--- src/rtl/srl_uart_responder_pkg.sv ---
// Shared definitions for the serial window responder at $9F60-$9F6F.
// Register indices, STAT/CTRL bit positions, the UART FSM state type and the
// baud divisor clamp. The monitor ROM build and the bench use the same numbers.
`timescale 1ns/1ps
package srl_uart_responder_pkg;

  localparam logic [3:0] REG_DATA  = 4'd0;
  localparam logic [3:0] REG_STAT  = 4'd1;
  localparam logic [3:0] REG_CTRL  = 4'd2;
  localparam logic [3:0] REG_DIVLO = 4'd3;
  localparam logic [3:0] REG_DIVHI = 4'd4;

  localparam int STAT_RXAVAIL  = 0;
  localparam int STAT_THREMPTY = 1;
  localparam int STAT_TXIDLE   = 2;
  localparam int STAT_OVERRUN  = 3;
  localparam int STAT_FRAMING  = 4;
  localparam int STAT_IRQ      = 7;

  localparam int CTRL_RXIE   = 0;
  localparam int CTRL_TXIE   = 1;
  localparam int CTRL_LOOP   = 2;
  localparam int CTRL_CLRERR = 7;

  localparam logic [15:0] DIV_MIN = 16'd16;

  typedef enum logic [1:0] {
    UART_IDLE  = 2'd0,
    UART_START = 2'd1,
    UART_DATA  = 2'd2,
    UART_STOP  = 2'd3
  } uartState_t;

  // Very small divisors would make the half-bit point meaningless.
  function automatic logic [15:0] clampDiv(input logic [15:0] d);
    return (d < DIV_MIN) ? DIV_MIN : d;
  endfunction

endpackage

--- src/rtl/srl_uart_responder_timer.sv ---
// uart_bit_timer: free-running, loadable 16-bit down-counter.
//   clk, rst  : clock, async active-high reset
//   start     : restart a full bit period now (counter loads div-1)
//   div       : bit period in clk cycles, already clamped (>= 16)
//   tick      : high for the last clk of each bit period
//   halfTick  : high div/2 clks after the period began
// The period is re-latched at every reload, so a new divisor only takes
// effect at a bit boundary.
`timescale 1ns/1ps
module uart_bit_timer
  import srl_uart_responder_pkg::*;
(
  input  logic        clk,
  input  logic        rst,
  input  logic        start,
  input  logic [15:0] div,
  output logic        tick,
  output logic        halfTick
);

  logic [15:0] cnt;
  logic [15:0] per;

  always_ff @(posedge clk or posedge rst) begin
    if (rst) begin
      cnt <= 16'd0;
      per <= DIV_MIN;
    end else if (start || cnt == 16'd0) begin
      cnt <= div - 16'd1;
      per <= div;
    end else begin
      cnt <= cnt - 16'd1;
    end
  end

  assign tick     = (cnt == 16'd0);
  assign halfTick = (cnt == (per - 16'd1 - (per >> 1)));

endmodule

--- src/rtl/srl_uart_responder.sv ---
// srl_uart_responder: 6502 bus responder for the serial window, 8N1 UART.
//   clk/rst       : 16 MHz clock, async active-high reset
//   sysClk        : CPU phi2 (synchronous to clk)
//   srlEn         : active-low chip select; rw: 1 = read
//   adrLo         : register index; datIn/datOut/datOe: data bus
//   txd/rxd       : serial lines; irqN: active-low interrupt
// Holds a 1-byte THR, a small RX FIFO, status/IRQ logic and the baud divisor.
`timescale 1ns/1ps
module srl_uart_responder
  import srl_uart_responder_pkg::*;
#(
  parameter logic [15:0] DIV_RESET = 16'd138,
  parameter int          RX_DEPTH  = 2
) (
  input  logic       clk,
  input  logic       rst,
  input  logic       sysClk,
  input  logic       srlEn,
  input  logic       rw,
  input  logic [3:0] adrLo,
  input  logic [7:0] datIn,
  output logic [7:0] datOut,
  output logic       datOe,
  output logic       txd,
  input  logic       rxd,
  output logic       irqN
);

  localparam int          PW        = $clog2(RX_DEPTH);
  localparam logic [PW:0] FIFO_FULL = (PW + 1)'(RX_DEPTH);

  logic phiQ, commit, wrStb, rdStb, clrErr;
  logic [2:0]  ctrl;
  logic [15:0] divReg, divEff;
  logic [7:0]  thr, txShift, rxShift, lastHead, rxHead, stat;
  logic        thrFull, overrun, framing;
  logic [2:0]  txBitCnt, rxBitCnt;
  uartState_t  txState, txNext, rxState, rxNext;
  logic        txStart, txTick, txHalfUnused, txSer;
  logic        rxStart, rxTick, rxHalf, rxSrc, rxS1, rxS2, rxPrev;
  logic        pushReq, frameErr, push, pop, ovfl;
  logic [7:0]  rxFifo [RX_DEPTH];
  logic [PW-1:0] wrPtr, rdPtr;
  logic [PW:0]   count;

  // Commit point: the clk edge where phi2 has just fallen with the chip selected.
  always_ff @(posedge clk or posedge rst) begin
    if (rst) phiQ <= 1'b0;
    else     phiQ <= sysClk;
  end

  assign commit = phiQ & ~sysClk & ~srlEn;
  assign wrStb  = commit & ~rw;
  assign rdStb  = commit & rw;
  assign clrErr = wrStb && (adrLo == REG_CTRL) && datIn[CTRL_CLRERR];
  assign divEff = clampDiv(divReg);

  always_ff @(posedge clk or posedge rst) begin
    if (rst) begin
      ctrl   <= 3'b000;
      divReg <= DIV_RESET;
    end else if (wrStb) begin
      case (adrLo)
        REG_CTRL:  ctrl          <= datIn[2:0];
        REG_DIVLO: divReg[7:0]   <= datIn;
        REG_DIVHI: divReg[15:8]  <= datIn;
        default:   ;
      endcase
    end
  end

  uart_bit_timer uTxTimer (
    .clk(clk), .rst(rst), .start(txStart), .div(divEff),
    .tick(txTick), .halfTick(txHalfUnused)
  );

  uart_bit_timer uRxTimer (
    .clk(clk), .rst(rst), .start(rxStart), .div(divEff),
    .tick(rxTick), .halfTick(rxHalf)
  );

  // TX FSM
  always_ff @(posedge clk or posedge rst) begin
    if (rst) txState <= UART_IDLE;
    else     txState <= txNext;
  end

  always_comb begin
    txNext  = txState;
    txStart = 1'b0;
    case (txState)
      UART_IDLE:  if (thrFull) begin txNext = UART_START; txStart = 1'b1; end
      UART_START: if (txTick) txNext = UART_DATA;
      UART_DATA:  if (txTick && txBitCnt == 3'd7) txNext = UART_STOP;
      UART_STOP:  if (txTick) txNext = UART_IDLE;
      default:    txNext = UART_IDLE;
    endcase
  end

  // The THR load and a DATA write can never coincide: writes are dropped while full.
  always_ff @(posedge clk or posedge rst) begin
    if (rst) begin
      thrFull  <= 1'b0;
      txBitCnt <= 3'd0;
    end else begin
      if (txState == UART_IDLE && thrFull) begin
        thrFull  <= 1'b0;
        txBitCnt <= 3'd0;
      end else if (txState == UART_DATA && txTick) begin
        txBitCnt <= txBitCnt + 3'd1;
      end
      if (wrStb && adrLo == REG_DATA && !thrFull) thrFull <= 1'b1;
    end
  end

  always_ff @(posedge clk) begin
    if (wrStb && adrLo == REG_DATA && !thrFull) thr <= datIn;
    if (txState == UART_IDLE && thrFull) txShift <= thr;
    else if (txState == UART_DATA && txTick) txShift <= {1'b0, txShift[7:1]};
  end

  // Derived from registered state only, so reset forces the line high at once.
  assign txSer = (txState == UART_START) ? 1'b0 :
                 (txState == UART_DATA)  ? txShift[0] : 1'b1;
  assign txd   = ctrl[CTRL_LOOP] ? 1'b1 : txSer;

  // RX input: select source, then synchronise; rxPrev gives the falling-edge
  // detect so a held-low line after a framing error does not restart a frame.
  assign rxSrc = ctrl[CTRL_LOOP] ? txSer : rxd;

  always_ff @(posedge clk or posedge rst) begin
    if (rst) begin
      rxS1   <= 1'b1;
      rxS2   <= 1'b1;
      rxPrev <= 1'b1;
    end else begin
      rxS1   <= rxSrc;
      rxS2   <= rxS1;
      rxPrev <= rxS2;
    end
  end

  // RX FSM; restarting the timer at the start midpoint aligns later ticks to bit centres.
  always_ff @(posedge clk or posedge rst) begin
    if (rst) rxState <= UART_IDLE;
    else     rxState <= rxNext;
  end

  always_comb begin
    rxNext   = rxState;
    rxStart  = 1'b0;
    pushReq  = 1'b0;
    frameErr = 1'b0;
    case (rxState)
      UART_IDLE: if (!rxS2 && rxPrev) begin rxNext = UART_START; rxStart = 1'b1; end
      UART_START:
        if (rxHalf) begin
          if (rxS2) rxNext = UART_IDLE;
          else begin rxNext = UART_DATA; rxStart = 1'b1; end
        end
      UART_DATA: if (rxTick && rxBitCnt == 3'd7) rxNext = UART_STOP;
      UART_STOP:
        if (rxTick) begin
          rxNext = UART_IDLE;
          if (!rxS2) frameErr = 1'b1;
          else       pushReq  = 1'b1;
        end
      default: rxNext = UART_IDLE;
    endcase
  end

  always_ff @(posedge clk or posedge rst) begin
    if (rst) rxBitCnt <= 3'd0;
    else if (rxState == UART_START) rxBitCnt <= 3'd0;
    else if (rxState == UART_DATA && rxTick) rxBitCnt <= rxBitCnt + 3'd1;
  end

  always_ff @(posedge clk) begin
    if (rxState == UART_DATA && rxTick) rxShift <= {rxS2, rxShift[7:1]};
  end

  // RX FIFO
  assign pop  = rdStb && (adrLo == REG_DATA) && (count != '0);
  assign push = pushReq && ((count != FIFO_FULL) || pop);
  assign ovfl = pushReq && (count == FIFO_FULL) && !pop;

  always_ff @(posedge clk or posedge rst) begin
    if (rst) begin
      wrPtr <= '0;
      rdPtr <= '0;
      count <= '0;
    end else begin
      if (push) wrPtr <= wrPtr + 1'b1;
      if (pop)  rdPtr <= rdPtr + 1'b1;
      case ({push, pop})
        2'b10:   count <= count + 1'b1;
        2'b01:   count <= count - 1'b1;
        default: ;
      endcase
    end
  end

  always_ff @(posedge clk) begin
    if (push) rxFifo[wrPtr] <= rxShift;
    if (pop)  lastHead      <= rxFifo[rdPtr];
  end

  assign rxHead = (count != '0) ? rxFifo[rdPtr] : lastHead;

  always_ff @(posedge clk or posedge rst) begin
    if (rst) begin
      overrun <= 1'b0;
      framing <= 1'b0;
    end else begin
      if (clrErr) begin
        overrun <= 1'b0;
        framing <= 1'b0;
      end
      if (ovfl)     overrun <= 1'b1;
      if (frameErr) framing <= 1'b1;
    end
  end

  always_ff @(posedge clk or posedge rst) begin
    if (rst) irqN <= 1'b1;
    else     irqN <= ~((ctrl[CTRL_RXIE] & (count != '0)) | (ctrl[CTRL_TXIE] & ~thrFull));
  end

  always_comb begin
    stat                = 8'h00;
    stat[STAT_RXAVAIL]  = (count != '0);
    stat[STAT_THREMPTY] = ~thrFull;
    stat[STAT_TXIDLE]   = (txState == UART_IDLE);
    stat[STAT_OVERRUN]  = overrun;
    stat[STAT_FRAMING]  = framing;
    stat[STAT_IRQ]      = ~irqN;
  end

  always_comb begin
    datOut = 8'h00;
    case (adrLo)
      REG_DATA:  datOut = rxHead;
      REG_STAT:  datOut = stat;
      REG_CTRL:  datOut = {5'b00000, ctrl};
      REG_DIVLO: datOut = divReg[7:0];
      REG_DIVHI: datOut = divReg[15:8];
      default:   datOut = 8'h00;
    endcase
  end

  assign datOe = ~srlEn & rw & sysClk;

endmodule
--- config.mk ---
export PLATFORM = sky130hd
export DESIGN_NAME = srl_uart_responder
export DESIGN_NICKNAME = d
export VERILOG_FILES = /design/src/rtl/srl_uart_responder_pkg.sv /design/src/rtl/srl_uart_responder_timer.sv /design/src/rtl/srl_uart_responder.sv
export SDC_FILE = /design/constraint.sdc
export NUM_CORES = 1
export LEC_CHECK = 0
export CORE_ASPECT_RATIO = 0.7
export CORE_MARGIN = 2
export CORE_UTILIZATION = 48
export DETAILED_ROUTE_END_ITERATION = 12
export PLACE_DENSITY_LB_ADDON = 0.3
export SETUP_SLACK_MARGIN = 0.15
export SLEW_MARGIN = 40
export SYNTH_ARGS = -nofsm -noshare
export SYNTH_HDL_FRONTEND = slang
export SYNTH_SLANG_ARGS = --single-unit
--- constraint.sdc ---
create_clock -name clk -period 3.8 [get_ports clk]
set_input_delay 1.14 -clock clk [delete_from_list [all_inputs] [get_ports clk]]
set_output_delay 1.14 -clock clk [all_outputs]
set_load 0.02 [all_outputs]
After elaboration in Yosys (flattened, before gate mapping)
Memories as Yosys holds them, arrays and structs flattened.
Cells that the tools add are included.
{"block": "classes", "n_reduce_logical": 38, "n_bitwise": 15, "order_cmp": 1, "eq_ne": 25, "add_sub_neg": 11, "muxes": 45}
{"operator": "$sub 16x1->16 const B", "count": 4}
{"operator": "$mux 16", "count": 3}
{"operator": "$pmux 8 s5", "count": 1}
{"operator": "$logic_not 16->1", "count": 2}
{"operator": "$mux 8", "count": 3}
{"operator": "$mux 1", "count": 21}
{"operator": "$mux 2", "count": 9}
{"operator": "$eq 16x16->1", "count": 1}
{"operator": "$lt 16x5->1 const B", "count": 1}
{"operator": "$ne 2x2->1 const B", "count": 8}
{"operator": "$pmux 2 s4", "count": 2}
{"operator": "$sub 16x15->16", "count": 1}
{"operator": "$logic_and 1x1->1", "count": 15}
{"operator": "$reduce_bool 2->1", "count": 7}
{"operator": "$eq 2x2->1 const B", "count": 6}
{"operator": "$mux 3", "count": 4}
{"operator": "$and 1x1->1", "count": 8}
{"operator": "$eq 4x2->1 const B", "count": 2}
{"operator": "$reduce_and 4->1", "count": 2}
{"operator": "$add 3x1->3 const B", "count": 2}
{"operator": "$eq 2x1->1 const B", "count": 3}
{"operator": "$eq 3x3->1 const B", "count": 2}
{"operator": "$not 1->1", "count": 6}
{"operator": "$reduce_and 2->1", "count": 3}
{"operator": "13 further kinds", "count": 19}
{"block": "word_totals", "elab_cells": 161, "inputBits": 18, "reg_bits": 121, "ramBits": 16, "mem_count": 1, "output_inout_bits": 11}
{"memory": "rxFifo", "words": 2, "word_bits": 8, "rd": 1, "rd_ports_with_merged_regs": 0, "write_ports": 1, "line": "srl_uart_responder.sv:42", "source": "logic [7:0] rxFifo [RX_DEPTH];"}

Depth between registers and ports, before layout
{"block": "logic_depth", "depth_word": 10, "depth_mapped": 13, "depth_no_buf": 12}

By module
Synthesis repeated with hierarchy kept, for this count alone.
{"block": "unflattened", "cells_unflattened": 911, "area_unflattened_um2": 9303.9}
{"mod": "srl_uart_responder", "area_per_inst_um2": 4030.1, "instances": 1, "cells_each": 283, "seq_area_each_um2": 2476.1}
{"mod": "uart_bit_timer at uTxTimer", "area_per_inst_um2": 2642.5, "instances": 1, "cells_each": 324, "seq_area_each_um2": 802.0}
{"mod": "uart_bit_timer at uRxTimer", "area_per_inst_um2": 2631.3, "instances": 1, "cells_each": 304, "seq_area_each_um2": 802.0}

Worst setup path after synthesis
No wires, ideal clock.
{"block": "synth_path", "path_type": "input port to flip-flop", "startpoint": "input adrLo[0]", "endpoint": "memory rxFifo[1][0], enable pin", "path_buffers": 1, "required_time_ns": 3.429, "setup_ns": 0.371, "arrival_ns": 3.646, "path_stages": 7, "slack_ns": -0.217, "path_cell_list": "nor3_1 -> nand2b_1 -> clkbuf_1 -> nor4_1 -> or3b_2 -> nand2b_1 -> nor2_1"}
{"block": "synth_via", "elab_chain_cells": 7}
{"item": "start, declared", "line": "srl_uart_responder.sv:20", "source": "input logic [3:0] adrLo,"}
{"item": "$logic_not 4->1", "line": "srl_uart_responder.sv:183", "source": "assign pop = rdStb && (adrLo == REG_DATA) && (count != '0);"}
{"item": "$logic_and 1x1->1 (2 in a row)", "line": "srl_uart_responder.sv:183"}
{"item": "named net pop", "line": "srl_uart_responder.sv:41", "source": "logic pushReq, frameErr, push, pop, ovfl;"}
{"item": "$logic_or 1x1->1", "line": "srl_uart_responder.sv:184", "source": "assign push = pushReq && ((count != FIFO_FULL) || pop);"}
{"item": "$logic_and 1x1->1", "line": "srl_uart_responder.sv:184"}
{"item": "$mux 1", "line": "srl_uart_responder.sv:204", "source": "if (push) rxFifo[wrPtr] <= rxShift;"}
{"item": "$mux 1 (implied by the code)", "line": "srl_uart_responder.sv:204"}
{"item": "end, declared", "line": "srl_uart_responder.sv:42"}
The timed path passes the listed nets, and every way through them passes these cells.

Final worst setup path
{"block": "layout_path", "startpoint": "input srlEn", "endpoint": "output datOe"}
{"block": "layout_via", "elab_chain_cells": 3}
{"item": "start, declared", "line": "srl_uart_responder.sv:18", "source": "input logic srlEn,"}
{"item": "$not 1->1", "line": "srl_uart_responder.sv:251", "source": "assign datOe = ~srlEn & rw & sysClk;"}
{"item": "$and 1x1->1 (2 in a row)", "line": "srl_uart_responder.sv:251"}
{"item": "end, declared", "line": "srl_uart_responder.sv:23", "source": "output logic datOe,"}
No other way between the ends.

==> impl_metrics.yaml <==
layout:
  num-nets-final: 806
  layout-drive-gt1-share_pct: 21.0
  n_antenna_cell: 0
  final_area_mm2: 0.00887
  layout-area-overhead-vs-synth_pct: 17.2
  fill_cells: 1267
  stdcell_count: 972
  fin_util_pct: 57.4
critical_path:
  start_kind: "primary input"
  path_class: "primary input to output port"
  critPathMaxStageDelay_ps: 630
  cp.arrival_ps: 2460
  crit_path_start: "srlEn"
  crit_path_end_kind: "output port"
  path_cells: "clkdlybuf4s50_1, nand2b_1, nor2_1, clkdlybuf4s50_1"
  worst-path-buf-inv: 2
  required_ps: 2660
  crit_fanout: 2
  crit_top_cell: "clkdlybuf4s50_1"
  slowest_stage: "clkdlybuf4s50_1"
  r2r-start: "divReg[7]"
  ff2ff_setup_slack_ps: 310
  crit_family: "buffers and inverters"
logic_synthesis:
  async_flop_share_pct: 65.0
  synthTopCellsByCount: "81 x dfrtp_1, 54 x nor2_1, 52 x mux2_2"
  yosysUniqueCellTypes: 62
  yosys.area.top_type: "dfrtp_1"
  synth_flop_cell: "dfrtp_1"
  synth_area_per_cell_um2: 10.8
  synth_warnings: 0
  yosysSeqAreaShare_pct: 48.6
  yosysTopAreaCellShare_pct: 26.8
  syn_nets: 745
  ys_ff_latch: 137
  synth_cells: 698
  synth_edf_count: 48
  synth_area_mm2: 0.00756
  synthTopCellsByArea: "dfrtp_1 27%, edfxtp_1 19%, mux2_2 7.7%"
  yosysMostFrequentCell: "dfrtp_1"
floorplan:
  dieHeight_um: 109
  ios: 29
  initial_core_util_pct: 49.0
  core_mm2: 0.0155
  die_w_um: 154
  dieArea_mm2: 0.0168
  num_rows: 38
global_routing:
  grt_pass1_wl_mm: 28.6
  grt.total_usage_pct: 22.0
  antenna_found_initial: 0
  grt_overflow_total: 0
  grt_pass1_vias: 5348
  grt_max_degree: 47
place:
  port_buffers: 28
  placed_area_mm2: 0.00829
  dp.cells: 937
  dp_hpwl_mm: 13.6
  place_congestion: 0.894
hold_path:
  hold_path.startpoint: "rxS1"
  min_path_type: "flop to flop"
detailed_routing:
  dr_wl_met2_mm: 8.00
  dr.first_iter.drc_count: 487
  firstDrtPassIters: 6
  ant_nets: 0
  wl_mm: 18.1
  vias: 5578
  drc_errors: 0
  wl_met1_mm: 9.21
  wl_per_cell_um: 18.6
  dr_wl_met3_um: 793
  dr.max_layer_used: "met4"
  routed_via_density: 5.74
sta:
  finalHoldViolations: 0
  skew_ps: 10.4
  slew_headroom_pct: 48.4
  drv_slew: 0
  period_share_pct: 94.8
  worst_pin_slew_ps: 772
  fmaxAchievable_mhz: 278
  hold_ws_ps: 359
  setup_viol: 0
  fin_crit_ps: 3600
  rsz0062_at_grt: "false"
outcome:
  status: "finished, final reports clean"
clock_network:
  clock-sinks: 137
  cts_made_buffers: 17
  cts_tree: "done"
  clkLatencyLatePin_ps: 410
  root_buffer: "clkbuf_16"
  htreeDepth: 4
  clk_pin_slew_ps: 60
  clockBufferDepth: 2
power_and_ir_drop:
  leakagePower_nw: 3.75
  ir_drop_uv: 348
  powerDensity_mw_per_mm2: 749
  power_w: 0.00664
run:
  maxCapViolations: 0
==> cell type report <==
cell class / instances / area, um2 / area share, %
Multi-Input combinational cell: 503 / 3700 / 41.8
Sequential cell: 137 / 3680 / 41.5
Clock buffer: 18 / 439 / 4.95
Inverter: 34 / 129 / 1.45
Timing Repair Buffer: 66 / 538 / 6.07
Tap cell: 200 / 250 / 2.82
Clock inverter: 14 / 128 / 1.44
==> cell usage in the layout, fill, tap and decap left out, drive strengths merged, types with 16 or more instances in the layout <==
cell type,netlist,routed
dfrtp,81,81
buf,7,46
nor3,31,31
ha,28,28
edfxtp,48,48
clkdlybuf4s50,0,16
nand2,46,46
mux2i,25,25
xnor2,34,34
nor2,54,54
a21oi,36,36
mux2,52,52
xor2,31,31
o21ai,17,17
clkbuf,17,20
inv,34,42
==> state kept, by name, summed over array words and instances, names as in the netlist, 2 cells and up, named ones only <==
name,count
divReg,16
txState,2
txShift,8
uRxTimer.per,16
uTxTimer.cnt,16
rxFifo,16
ctrl,3
lastHead,8
txBitCnt,3
uRxTimer.cnt,16
rxShift,8
count,2
thr,8
rxBitCnt,3
==> final timing paths <==
path / end / cells after the start
min in group asynchronous: phiQ / 2
worst min-delay path: rxS2 / 0
max in group asynchronous: uRxTimer.per[4] / 3
worst min register to register: rxS2 / 0
worst max register to register: uRxTimer.cnt[12] / 11
worst max-delay path: datOe / 4
==> routing by layer <==
metal	vias up	track usage, %
met2	128	33.1
met1	2791	33.4
li1	2648	-
met5	-	0
met3	11	4.37
met4	0	3.81
==> per-stage QoR <==
stage | TNS (ps) | setup slack, ps
floorplan | 0 | 213
CTS | 0 | 145
finish | 0 | 199
global route | 0 | 158
global placement | -3350 | -443
detailed placement | -3410 | -447
==> timing repair <==
action | in CTS | in global routing
setup endpoints to repair | 8 | 38
hold endpoints to repair | 0 | 0
hold buffers | 0 | 0
setup buffers | 3 | 0
gates cloned | 0 | 0
resized for setup | 46 | 12
pin swaps | 2 | 1
==> power breakdown <==
part	leakage (nW)	internal, W	total [W]	switching (W)
clock network	0.275	0.000881	0.00157	0.000692
logic	1.93	0.00129	0.00295	0.00166
registers	1.55	0.00179	0.00211	0.000321
==> kinds of logic (layout without fill, tap and decap cells) <==
kind of cell | count (synthesis) | after routing | share of synthesized area, %
compound gates | 117 | 117 | 10.2
xor+xnor | 65 | 65 | 7.53
fa+ha+maj | 29 | 29 | 4.90
buf+inv | 58 | 132 | 3.04
flops | 137 | 137 | 48.6
mux | 77 | 77 | 11.0
simple gates | 215 | 215 | 14.6
(Power assumes the default switching activity.)
